<file path="config.mk">
export PLATFORM = sky130hd
export DESIGN_NAME = divider_unit_flat
export DESIGN_NICKNAME = d
export VERILOG_FILES = /design/src/rtl/arith_pkg.sv /design/src/rtl/divider_unit_if.sv /design/src/rtl/divider_sub_stage.sv /design/src/rtl/divider_unit.sv /design/src/flat_wrapper.sv
export SDC_FILE = /design/constraint.sdc
export NUM_CORES = 1
export LEC_CHECK = 0
export ABC_AREA = 1
export CORE_MARGIN = 1
export CORE_UTILIZATION = 48
export CTS_CLUSTER_SIZE = 8
export DETAILED_ROUTE_END_ITERATION = 8
export PLACE_DENSITY_LB_ADDON = 0.08
export SLEW_MARGIN = 30
export SYNTH_ARGS = -nofsm -noshare
export SYNTH_HDL_FRONTEND = slang
export SYNTH_HIERARCHICAL = 1
export SYNTH_SLANG_ARGS = --single-unit
</file>
<file path="constraint.sdc">
create_clock -name clk -period 2.32 [get_ports clk]
set_clock_uncertainty 0.15 [all_clocks]
set_input_delay 0.348 -clock clk [delete_from_list [all_inputs] [get_ports clk]]
set_output_delay 0.348 -clock clk [all_outputs]
set_load 0.1 [all_outputs]
</file>
<file path="src/rtl/arith_pkg.sv">
// Shared definitions for the iterative divider: FSM states, default operand
// width and the counter-width helper.
package arith_pkg;

  localparam int DEFAULT_WIDTH = 4;

  typedef enum logic [1:0] {
    IDLE,
    RUN,
    FINISH
  } state_e;

  // Ceiling log2, never below 1 so a counter always has at least one bit.
  function automatic int clog2(input int value);
    int result;
    int v;
    result = 0;
    v      = value - 1;
    while (v > 0) begin
      result++;
      v = v >> 1;
    end
    return (result < 1) ? 1 : result;
  endfunction

endpackage

</file>
<file path="src/rtl/divider_unit_if.sv">
// Request/result bundle between the ALU sequencer (master) and the divider (slave).
interface divider_unit_if
  import arith_pkg::*;
#(
  parameter int WIDTH = DEFAULT_WIDTH
);

  logic             start;
  logic [WIDTH-1:0] in1;
  logic [WIDTH-1:0] in2;
  logic [WIDTH-1:0] out;
  logic [WIDTH-1:0] remainder;
  logic             busy;
  logic             done;
  logic             div_by_zero;

  modport master (
    output start, in1, in2,
    input  out, remainder, busy, done, div_by_zero
  );

  modport slave (
    input  start, in1, in2,
    output out, remainder, busy, done, div_by_zero
  );

endinterface

</file>
<file path="src/rtl/divider_sub_stage.sv">
// Combinational N-bit ripple full-adder subtractor: a + ~b + 1, borrow = ~carry_out.
// The difference drops its top bit: callers only keep it when no borrow occurred
// and the result is known to be below 2^(N-1).
module divider_sub_stage #(
  parameter int N = 5
) (
  input  logic [N-1:0] i_a,
  input  logic [N-1:0] i_b,
  output logic [N-2:0] o_diff,
  output logic         o_borrow
);

  logic [N:0]   w_carry;
  logic [N-1:0] w_b_n;

  assign w_carry[0] = 1'b1;
  assign w_b_n      = ~i_b;

  for (genvar g = 0; g < N; g++) begin : g_carry
    assign w_carry[g+1] = (i_a[g] & w_b_n[g]) | (w_carry[g] & (i_a[g] ^ w_b_n[g]));
  end

  for (genvar g = 0; g < N - 1; g++) begin : g_sum
    assign o_diff[g] = i_a[g] ^ w_b_n[g] ^ w_carry[g];
  end

  assign o_borrow = ~w_carry[N];

endmodule

</file>
<file path="src/rtl/divider_unit.sv">
// Iterative restoring unsigned divider, one quotient bit per clock.
// Optional macro DIVIDER_FAST_PATH_EN: finish in 2 cycles when in1 <= in2.
module divider_unit
  import arith_pkg::*;
#(
  parameter int WIDTH = DEFAULT_WIDTH
) (
  input  logic           clk,
  input  logic           rst_n,
  divider_unit_if.slave  bus
);

  localparam int CW = clog2(WIDTH + 1);

  state_e           r_state;
  state_e           w_next;
  logic [WIDTH-1:0] r_dividend;
  logic [WIDTH-1:0] r_divisor;
  logic [WIDTH-1:0] r_prem;
  logic [WIDTH-1:0] r_quot;
  logic [WIDTH-1:0] r_out;
  logic [WIDTH-1:0] r_rem;
  logic [CW-1:0]    r_count;
  logic             r_done;
  logic             r_dbz;

  logic             w_zero;
  logic             w_fast;
  logic [WIDTH-1:0] w_fast_q;
  logic [WIDTH-1:0] w_fast_r;
  logic [WIDTH:0]   w_shifted;
  logic [WIDTH-1:0] w_diff;
  logic             w_borrow;

  assign w_zero = ~|bus.in2;

`ifdef DIVIDER_FAST_PATH_EN
  logic w_eq;
  assign w_eq     = ~|(bus.in1 ^ bus.in2);
  assign w_fast   = w_eq | (bus.in1 < bus.in2);
  assign w_fast_q = {{(WIDTH-1){1'b0}}, w_eq};
  assign w_fast_r = w_eq ? '0 : bus.in1;
`else
  assign w_fast   = 1'b0;
  assign w_fast_q = '0;
  assign w_fast_r = '0;
`endif

  // Next partial remainder candidate: old remainder with the next dividend MSB appended.
  assign w_shifted = {r_prem, r_dividend[WIDTH-1]};

  divider_sub_stage #(
    .N (WIDTH + 1)
  ) u_sub (
    .i_a      (w_shifted),
    .i_b      ({1'b0, r_divisor}),
    .o_diff   (w_diff),
    .o_borrow (w_borrow)
  );

  // NOTE: registers take non-blocking assignments so every flop samples the
  // pre-edge values regardless of statement order.
  always_ff @(posedge clk or negedge rst_n) begin
    if (!rst_n) r_state <= IDLE;
    else        r_state <= w_next;
  end

  // NOTE: w_next gets its default before the case so no path leaves it
  // unassigned, which would otherwise infer a latch.
  always_comb begin
    w_next = r_state;
    case (r_state)
      IDLE:    if (bus.start) w_next = (w_zero || w_fast) ? FINISH : RUN;
      RUN:     if (r_count == CW'(1)) w_next = FINISH;
      FINISH:  w_next = IDLE;
      default: w_next = IDLE;
    endcase
  end

  always_ff @(posedge clk or negedge rst_n) begin
    if (!rst_n) begin
      r_dividend <= '0;
      r_divisor  <= '0;
      r_prem     <= '0;
      r_quot     <= '0;
      r_out      <= '0;
      r_rem      <= '0;
      r_count    <= '0;
      r_done     <= 1'b0;
      r_dbz      <= 1'b0;
    end else begin
      r_done <= (r_state == FINISH);
      case (r_state)
        IDLE: begin
          if (bus.start) begin
            r_dividend <= bus.in1;
            r_divisor  <= bus.in2;
            r_count    <= CW'(WIDTH);
            r_dbz      <= w_zero;
            if (w_zero) begin
              r_quot <= '1;
              r_prem <= bus.in1;
            end else if (w_fast) begin
              r_quot <= w_fast_q;
              r_prem <= w_fast_r;
            end else begin
              r_quot <= '0;
              r_prem <= '0;
            end
          end
        end
        RUN: begin
          // Restore on borrow by keeping the shifted value instead of the difference.
          r_prem     <= w_borrow ? w_shifted[WIDTH-1:0] : w_diff;
          r_quot     <= {r_quot[WIDTH-2:0], ~w_borrow};
          r_dividend <= r_dividend << 1;
          r_count    <= r_count - CW'(1);
        end
        FINISH: begin
          r_out <= r_quot;
          r_rem <= r_prem;
        end
        default: ;
      endcase
    end
  end

  assign bus.out         = r_out;
  assign bus.remainder   = r_rem;
  assign bus.busy        = (r_state != IDLE);
  assign bus.done        = r_done;
  assign bus.div_by_zero = r_dbz;

endmodule

</file>
<file path="src/flat_wrapper.sv">
// flat-port wrapper written by rule: the top's interface ports become plain ports
module divider_unit_flat import arith_pkg::*;
#(
  parameter int WIDTH = DEFAULT_WIDTH
)
  (clk, rst_n, bus_start, bus_in1, bus_in2, bus_out, bus_remainder, bus_busy, bus_done, bus_div_by_zero);
  divider_unit_if #(.WIDTH(WIDTH)) bus_i ();
  input  logic clk;
  input  logic rst_n;
  input wire logic [$bits(bus_i.start)-1:0] bus_start;
  input wire logic [$bits(bus_i.in1)-1:0] bus_in1;
  input wire logic [$bits(bus_i.in2)-1:0] bus_in2;
  output wire logic [$bits(bus_i.out)-1:0] bus_out;
  output wire logic [$bits(bus_i.remainder)-1:0] bus_remainder;
  output wire logic [$bits(bus_i.busy)-1:0] bus_busy;
  output wire logic [$bits(bus_i.done)-1:0] bus_done;
  output wire logic [$bits(bus_i.div_by_zero)-1:0] bus_div_by_zero;
  assign bus_i.start = bus_start;
  assign bus_i.in1 = bus_in1;
  assign bus_i.in2 = bus_in2;
  assign bus_out = bus_i.out;
  assign bus_remainder = bus_i.remainder;
  assign bus_busy = bus_i.busy;
  assign bus_done = bus_i.done;
  assign bus_div_by_zero = bus_i.div_by_zero;
  divider_unit #(.WIDTH(WIDTH)) u_core (.clk(clk), .rst_n(rst_n), .bus(bus_i));
endmodule
</file>
# [Word level (Yosys, flattened, before mapping)]
# Index checks and enable logic that the tools add are counted.
[word_totals] ff_bits=31 word_cells=63 inputBits=11
[classes] mux=15 n_addsub=1 reduce_logical=8 bitwise_logic=24 eq_ne=5
[ops] op="4-bit two-way mux" count=6
[ops] op="4-bit case mux with 2 select lines" count=3
[ops] op="1-bit AND" count=9
[ops] op="1-bit bitwise XOR" count=8
[ops] op="2-bit two-way mux" count=3
[ops] op="3-bit case mux with 2 select lines" count=1
[ops] op="2-bit AND reduction" count=3
[ops] op="4-bit NOT with 5-bit output" count=1
[ops] op="1-bit bitwise OR" count=5
[ops] op="2-bit case mux with 2 select lines" count=1
[ops] op="2-bit nonzero test" count=2
[ops] op="4-bit OR reduction" count=1
[ops] op="3-bit by 1-bit == test with 1-bit output, second input constant" count=1
[ops] op="3-bit two-way mux" count=1
[ops] op="3-bit by 1-bit subtractor with 3-bit output, second input constant" count=1
[ops] op="2-bit by 1-bit == test with 1-bit output, second input constant" count=1
[ops] op="2-bit == test, second input constant" count=1
[ops] op="2-bit zero test" count=1
[ops] op="2-bit by 1-bit inequality test with 1-bit output, second input constant" count=1
[ops] op="2-bit inequality test, second input constant" count=1
[ops] op="1-bit zero test" count=1
[ops] op="1-bit NOT" count=1

# [Depth between registers and ports, before layout]
[depth] ltp_word=13 depth_mapped=15 mapped_depth_nobuf=14

# [Modules after synthesis]
# The synthesis kept the hierarchy.
[modules_own_cells] mod="divider_unit" cells_per_inst=160 n_inst=1 area_each_um2=1358.8 seq_area_each_um2=775.7
[modules_own_cells] mod="divider_sub_stage" cells_per_inst=15 n_inst=1 area_each_um2=127.6 seq_area_each_um2=0.0

# [Worst setup path before layout]
# Ideal clock, no wire load.
[synth_timing] kind="register to register" start="register u_core.r_dividend[3]" end="register u_core.r_prem[0]" path_stages_with_launch=16 setup_time_ns=0.071 slack_ns=0.012 arrival_time_ns=2.087 t_required_ns=2.099 path_buffers=1 period_less_slack_ns=2.308 path_cell_list="dfrtp_1 inv_1 ha_1 fa_1 fa_1 inv_1 fa_1 a21oi_2 clkbuf_1 inv_1 nand2_1 nand2_1 nand2_1 nand2_1 nor2_1 nor2_1"
[synth_via] elab_chain_cells=12 elab_cells_between_ends=14
[synth_rtl] element="from (decl)" line="divider_unit.sv:17" source="logic [WIDTH-1:0] r_dividend;"
[synth_rtl] element="from (signal assigned)" line="divider_unit.sv:96" source="r_dividend <= bus.in1;"
[synth_rtl] element="from (signal assigned)" line="divider_unit.sv:116" source="r_dividend <= r_dividend << 1;"
[synth_rtl] element="1-bit AND / 1-bit bitwise XOR (equally long branches)" line="divider_sub_stage.sv:20, divider_sub_stage.sv:24"
[synth_rtl] element="1-bit bitwise OR" line="divider_sub_stage.sv:20" source="assign w_carry[g+1] = (i_a[g] & w_b_n[g]) | (w_carry[g] & (i_a[g] ^ w_b_n[g]));"
[synth_rtl] element="1-bit AND" line="divider_sub_stage.sv:20"
[synth_rtl] element="1-bit bitwise OR" line="divider_sub_stage.sv:20"
[synth_rtl] element="1-bit AND" line="divider_sub_stage.sv:20"
[synth_rtl] element="1-bit bitwise OR" line="divider_sub_stage.sv:20"
[synth_rtl] element="1-bit AND" line="divider_sub_stage.sv:20"
[synth_rtl] element="1-bit bitwise OR" line="divider_sub_stage.sv:20"
[synth_rtl] element="1-bit AND" line="divider_sub_stage.sv:20"
[synth_rtl] element="1-bit bitwise OR" line="divider_sub_stage.sv:20"
[synth_rtl] element="4-bit two-way mux *" line="divider_unit.sv:114" source="r_prem <= w_borrow ? w_shifted[WIDTH-1:0] : w_diff;"
[synth_rtl] element="4-bit case mux with 2 select lines *" line="divider_unit.sv:93" source="case (r_state)"
[synth_rtl] element="to (signal assigned)" line="divider_unit.sv:102" source="r_prem <= bus.in1;"
[synth_rtl] element="to (signal assigned)" line="divider_unit.sv:105" source="r_prem <= w_fast_r;"
[synth_rtl] element="to (signal assigned)" line="divider_unit.sv:114"
[synth_rtl] element="to (decl)" line="divider_unit.sv:19" source="logic [WIDTH-1:0] r_prem;"
# Mark *: on every way between the ends. The rest lies on a longest branch, timed or not.
# A chain may end at the register's enable or synchronous reset.

# [Worst setup path after layout]
[layout_timing] start="register u_core.r_divisor[0]" end="register u_core.r_prem[3]"
[layout_via] elab_chain_cells=13 elab_cells_between_ends=15
[layout_rtl] element="from (decl)" line="divider_unit.sv:18" source="logic [WIDTH-1:0] r_divisor;"
[layout_rtl] element="from (signal assigned)" line="divider_unit.sv:97" source="r_divisor <= bus.in2;"
[layout_rtl] element="4-bit NOT with 5-bit output *" line="divider_sub_stage.sv:17" source="assign w_b_n = ~i_b;"
[layout_rtl] element="1-bit AND / 1-bit bitwise XOR (equally long branches)" line="divider_sub_stage.sv:20"
[layout_rtl] element="1-bit bitwise OR *" line="divider_sub_stage.sv:20"
[layout_rtl] element="1-bit AND *" line="divider_sub_stage.sv:20"
[layout_rtl] element="1-bit bitwise OR *" line="divider_sub_stage.sv:20"
[layout_rtl] element="1-bit AND *" line="divider_sub_stage.sv:20"
[layout_rtl] element="1-bit bitwise OR *" line="divider_sub_stage.sv:20"
[layout_rtl] element="1-bit AND" line="divider_sub_stage.sv:20"
[layout_rtl] element="1-bit bitwise OR" line="divider_sub_stage.sv:20"
[layout_rtl] element="1-bit AND" line="divider_sub_stage.sv:20"
[layout_rtl] element="1-bit bitwise OR" line="divider_sub_stage.sv:20"
[layout_rtl] element="4-bit two-way mux *" line="divider_unit.sv:114"
[layout_rtl] element="4-bit case mux with 2 select lines *" line="divider_unit.sv:93"
# Marked as above.

==> metrics <==
clock net sink count 31; Gate Count Post-Synth 175; number of flops mapped to enable cells by yosys 0; CP max stage delay 0.41 ns; Yosys warnings 6; vias in the first global route 1056; total iterations of the first detailed-routing run 6; vertical extent of the die 57.65 um; Worst R2R Start u_core/r_divisor[0]; average instance area after synthesis 8.494 um2; Hold Buf Count CTS 0; fraction of final layout cells sized beyond drive strength 1 0.1748; diodes inserted 0; max-cap violation count 0; kind of launch point of the worst setup path register; antenna-violating nets left 0; critical path required time 2.37 ns; count of buffers from port buffering 21; Tcrit/Tclk final 1.029; Final nets 223; Mapped Area 1486 um2; distinct cell type count of the synthesized netlist 23; max frequency 418.8 MHz; result of the run finished, violations left; global-route wire length before repair 4740 um; Worst Reg2Reg Path Length in Cells 9; classification of the worst setup path reg2reg; setup-violating endpoint count in the final report 1; flop and latch count out of synthesis 31; drc violations 4; r2r setup slk -0.07 ns; cell type with the highest occurrence count on the critical path sky130_fd_sc_hd__fa_2; number of rows created at floorplan 19; Hold Path Class in2async; Placeable Area 2853 um2; Final Hold Fails 0; fraction of registers with async set or reset after synthesis 1.000; Area Overhead vs Synth 22.14%; Boundary Pins 22; Critical Path AT 2.44 ns; syn nets 193; Final Hold Slack 0.2580 ns; Vias/cell 4.852; fill cell count 264; clk_lat worst skew 0.32 ns; final worst setup slack -0.06794 ns; initial antenna violation count 0; clock tree from TritonCTS yes; non-filler cells in the finished layout 237; worst slack after detailed placement -0.08267 ns; count of pins over their slew limit 0; dpl hpwl 1962 um; GRT Resource Usage Total 0.1950; Clk Tree Root Cell sky130_fd_sc_hd__clkbuf_4; WL final 2855 um; Via Count 1150; Die Width 57.65 um; remaining global-route overflow 0; pin count of the biggest net entering global routing 32; WL per Instance 12.05 um; Routability Congestion 0.8617; number of buffer and inverter instances along the worst setup path 2; cell with the largest stage delay on the worst path sky130_fd_sc_hd__dfrtp_1; kind of end point of the critical path register; number of violations reported at the end of detailed-routing iteration 0 58; post-CTS clock slew at the launch and capture registers of the worst setup and hold paths 0.09 ns; starting density of the core 0.5211; Final min period 2.388 ns; top cells by area in the synthesized netlist sky130_fd_sc_hd__dfrtp_1 (52%), sky130_fd_sc_hd__nand2_1 (16%), sky130_fd_sc_hd__inv_1 (6.8%), sky130_fd_sc_hd__fa_1 (4.0%), sky130_fd_sc_hd__ha_1 (3.4%); Synth Flop Type sky130_fd_sc_hd__dfrtp_1; clock buffers created by TritonCTS 5; area of the die 3324 um2; area share of the largest cell type after synthesis 0.5219; Placed Cells 227; Top delay family on crit path adder cells; portion of the post-synthesis area used by sequential elements 0.5219; end of the worst register-to-register path u_core/r_prem[3]; number of H-tree levels 2; violations in the final reports DRC, setup timing; Max Buffers Root-to-Sink 2; Worst Path Max Fanout 6; library cell with the largest summed area after synthesis sky130_fd_sc_hd__dfrtp_1; cells along the critical path ha_2 > fa_2 > fa_2 > inv_2 > fa_2 > a21oi_4 > buf_4 > o211ai_1 > nand3_1; setup repair after global routing missed its margin true
## final cells by class
type	count	area [um2]	area share
tap	31	38.79	0.02136
timing repair buffer	26	220.2	0.1213
clock buffer	8	68.82	0.03790
sequential	31	775.7	0.4273
inverter	29	108.9	0.05996
multi-input combinational	112	603.1	0.3322
## cells by family (layout without fill, tap and decap cells)
family          after synthesis  after routing  share of synthesized area
simple gates                 83             83                     0.2281
buf+inv                      32             63                    0.08418
flops                        31             31                     0.5219
compound gates               20             20                    0.08334
fa+ha+maj                     7              7                    0.07408
other cells                   1              1                   0.002523
xor+xnor                      1              1                   0.005893
## per-stage QoR
stage	area, um2	util	setup TNS, ns
after floorplan	1486	-	0
after global placement	1714	0.6009	0
after detailed placement	1714	0.6009	-0.1723
after CTS	1798	0.6303	-0.07727
after global routing	1815	0.6364	-0.3040
final	1815	0.6364	-0.06794
## registers in the layout, summed over array words and instances (netlist names)
register	flops
u_core/bus.done	1
u_core/r_dividend	4
u_core/r_divisor	4
u_core/bus.div_by_zero	1
u_core/r_quot	4
u_core/r_count	3
u_core/r_prem	4
u_core/bus.out	4
u_core/r_state	2
u_core/bus.remainder	4
## Yosys cell counts, types with 2 or more instances
cell,instances
sky130_fd_sc_hd__nand2_1,63
sky130_fd_sc_hd__nand3_1,6
sky130_fd_sc_hd__fa_1,3
sky130_fd_sc_hd__inv_1,27
sky130_fd_sc_hd__ha_1,4
sky130_fd_sc_hd__nor2_1,10
sky130_fd_sc_hd__o211ai_1,5
sky130_fd_sc_hd__o21ai_0,9
sky130_fd_sc_hd__dfrtp_1,31
sky130_fd_sc_hd__a21oi_1,2
sky130_fd_sc_hd__inv_2,2
sky130_fd_sc_hd__nand2_2,2
## placed cells by master (no fill, tap or decap), types with 2 or more instances in the layout
| cell | count |
|---|---|
| sky130_fd_sc_hd__a21oi_1 | 2 |
| sky130_fd_sc_hd__buf_4 | 16 |
| sky130_fd_sc_hd__clkbuf_4 | 5 |
| sky130_fd_sc_hd__clkbuf_8 | 2 |
| sky130_fd_sc_hd__clkdlybuf4s50_1 | 10 |
| sky130_fd_sc_hd__dfrtp_1 | 31 |
| sky130_fd_sc_hd__fa_2 | 3 |
| sky130_fd_sc_hd__ha_1 | 3 |
| sky130_fd_sc_hd__inv_1 | 26 |
| sky130_fd_sc_hd__inv_2 | 3 |
| sky130_fd_sc_hd__nand2_1 | 63 |
| sky130_fd_sc_hd__nand2_2 | 2 |
| sky130_fd_sc_hd__nand3_1 | 6 |
| sky130_fd_sc_hd__nor2_1 | 10 |
| sky130_fd_sc_hd__o211ai_1 | 5 |
| sky130_fd_sc_hd__o21ai_0 | 9 |
## timing repair
item                                    4_1_cts  5_1_grt
gates cloned                                  0        0
pin swaps                                     3        6
resized for setup                             5        1
setup buffers                                 0        2
endpoints found under the setup margin        3        3
## how the worst max path moves through the flow
stage	start	cells past startpoint	slack [ns]	to
6_report	u_core/r_divisor[0]	9	-0.07	u_core/r_prem[3]
5_1_grt	u_core/r_dividend[3]	14	-0.09	u_core/r_prem[0]
4_1_cts	u_core/r_divisor[0]	7	-0.03	u_core/r_prem[3]
3_5_place_dp	u_core/r_divisor[0]	7	-0.08	u_core/r_prem[3]
3_3_place_gp	u_core/r_divisor[0]	7	0.02	u_core/r_prem[3]
2_1_floorplan	u_core/r_dividend[3]	15	0.01	u_core/r_prem[0]
## metal layers
metal | share of wire | up-vias | global-route usage
li1 | - | 592 | -
met1 | 0.46 | 529 | 0.2504
met2 | 0.48 | 25 | 0.3040
met3 | 0.041 | 4 | 0.06696
met4 | 0.017 | 0 | 0.08163
met5 | 0 | - | 0
Power is left out: the tool's default activity adds up to more than one toggle a clock period on the data nets, which glitch-free logic cannot reach.
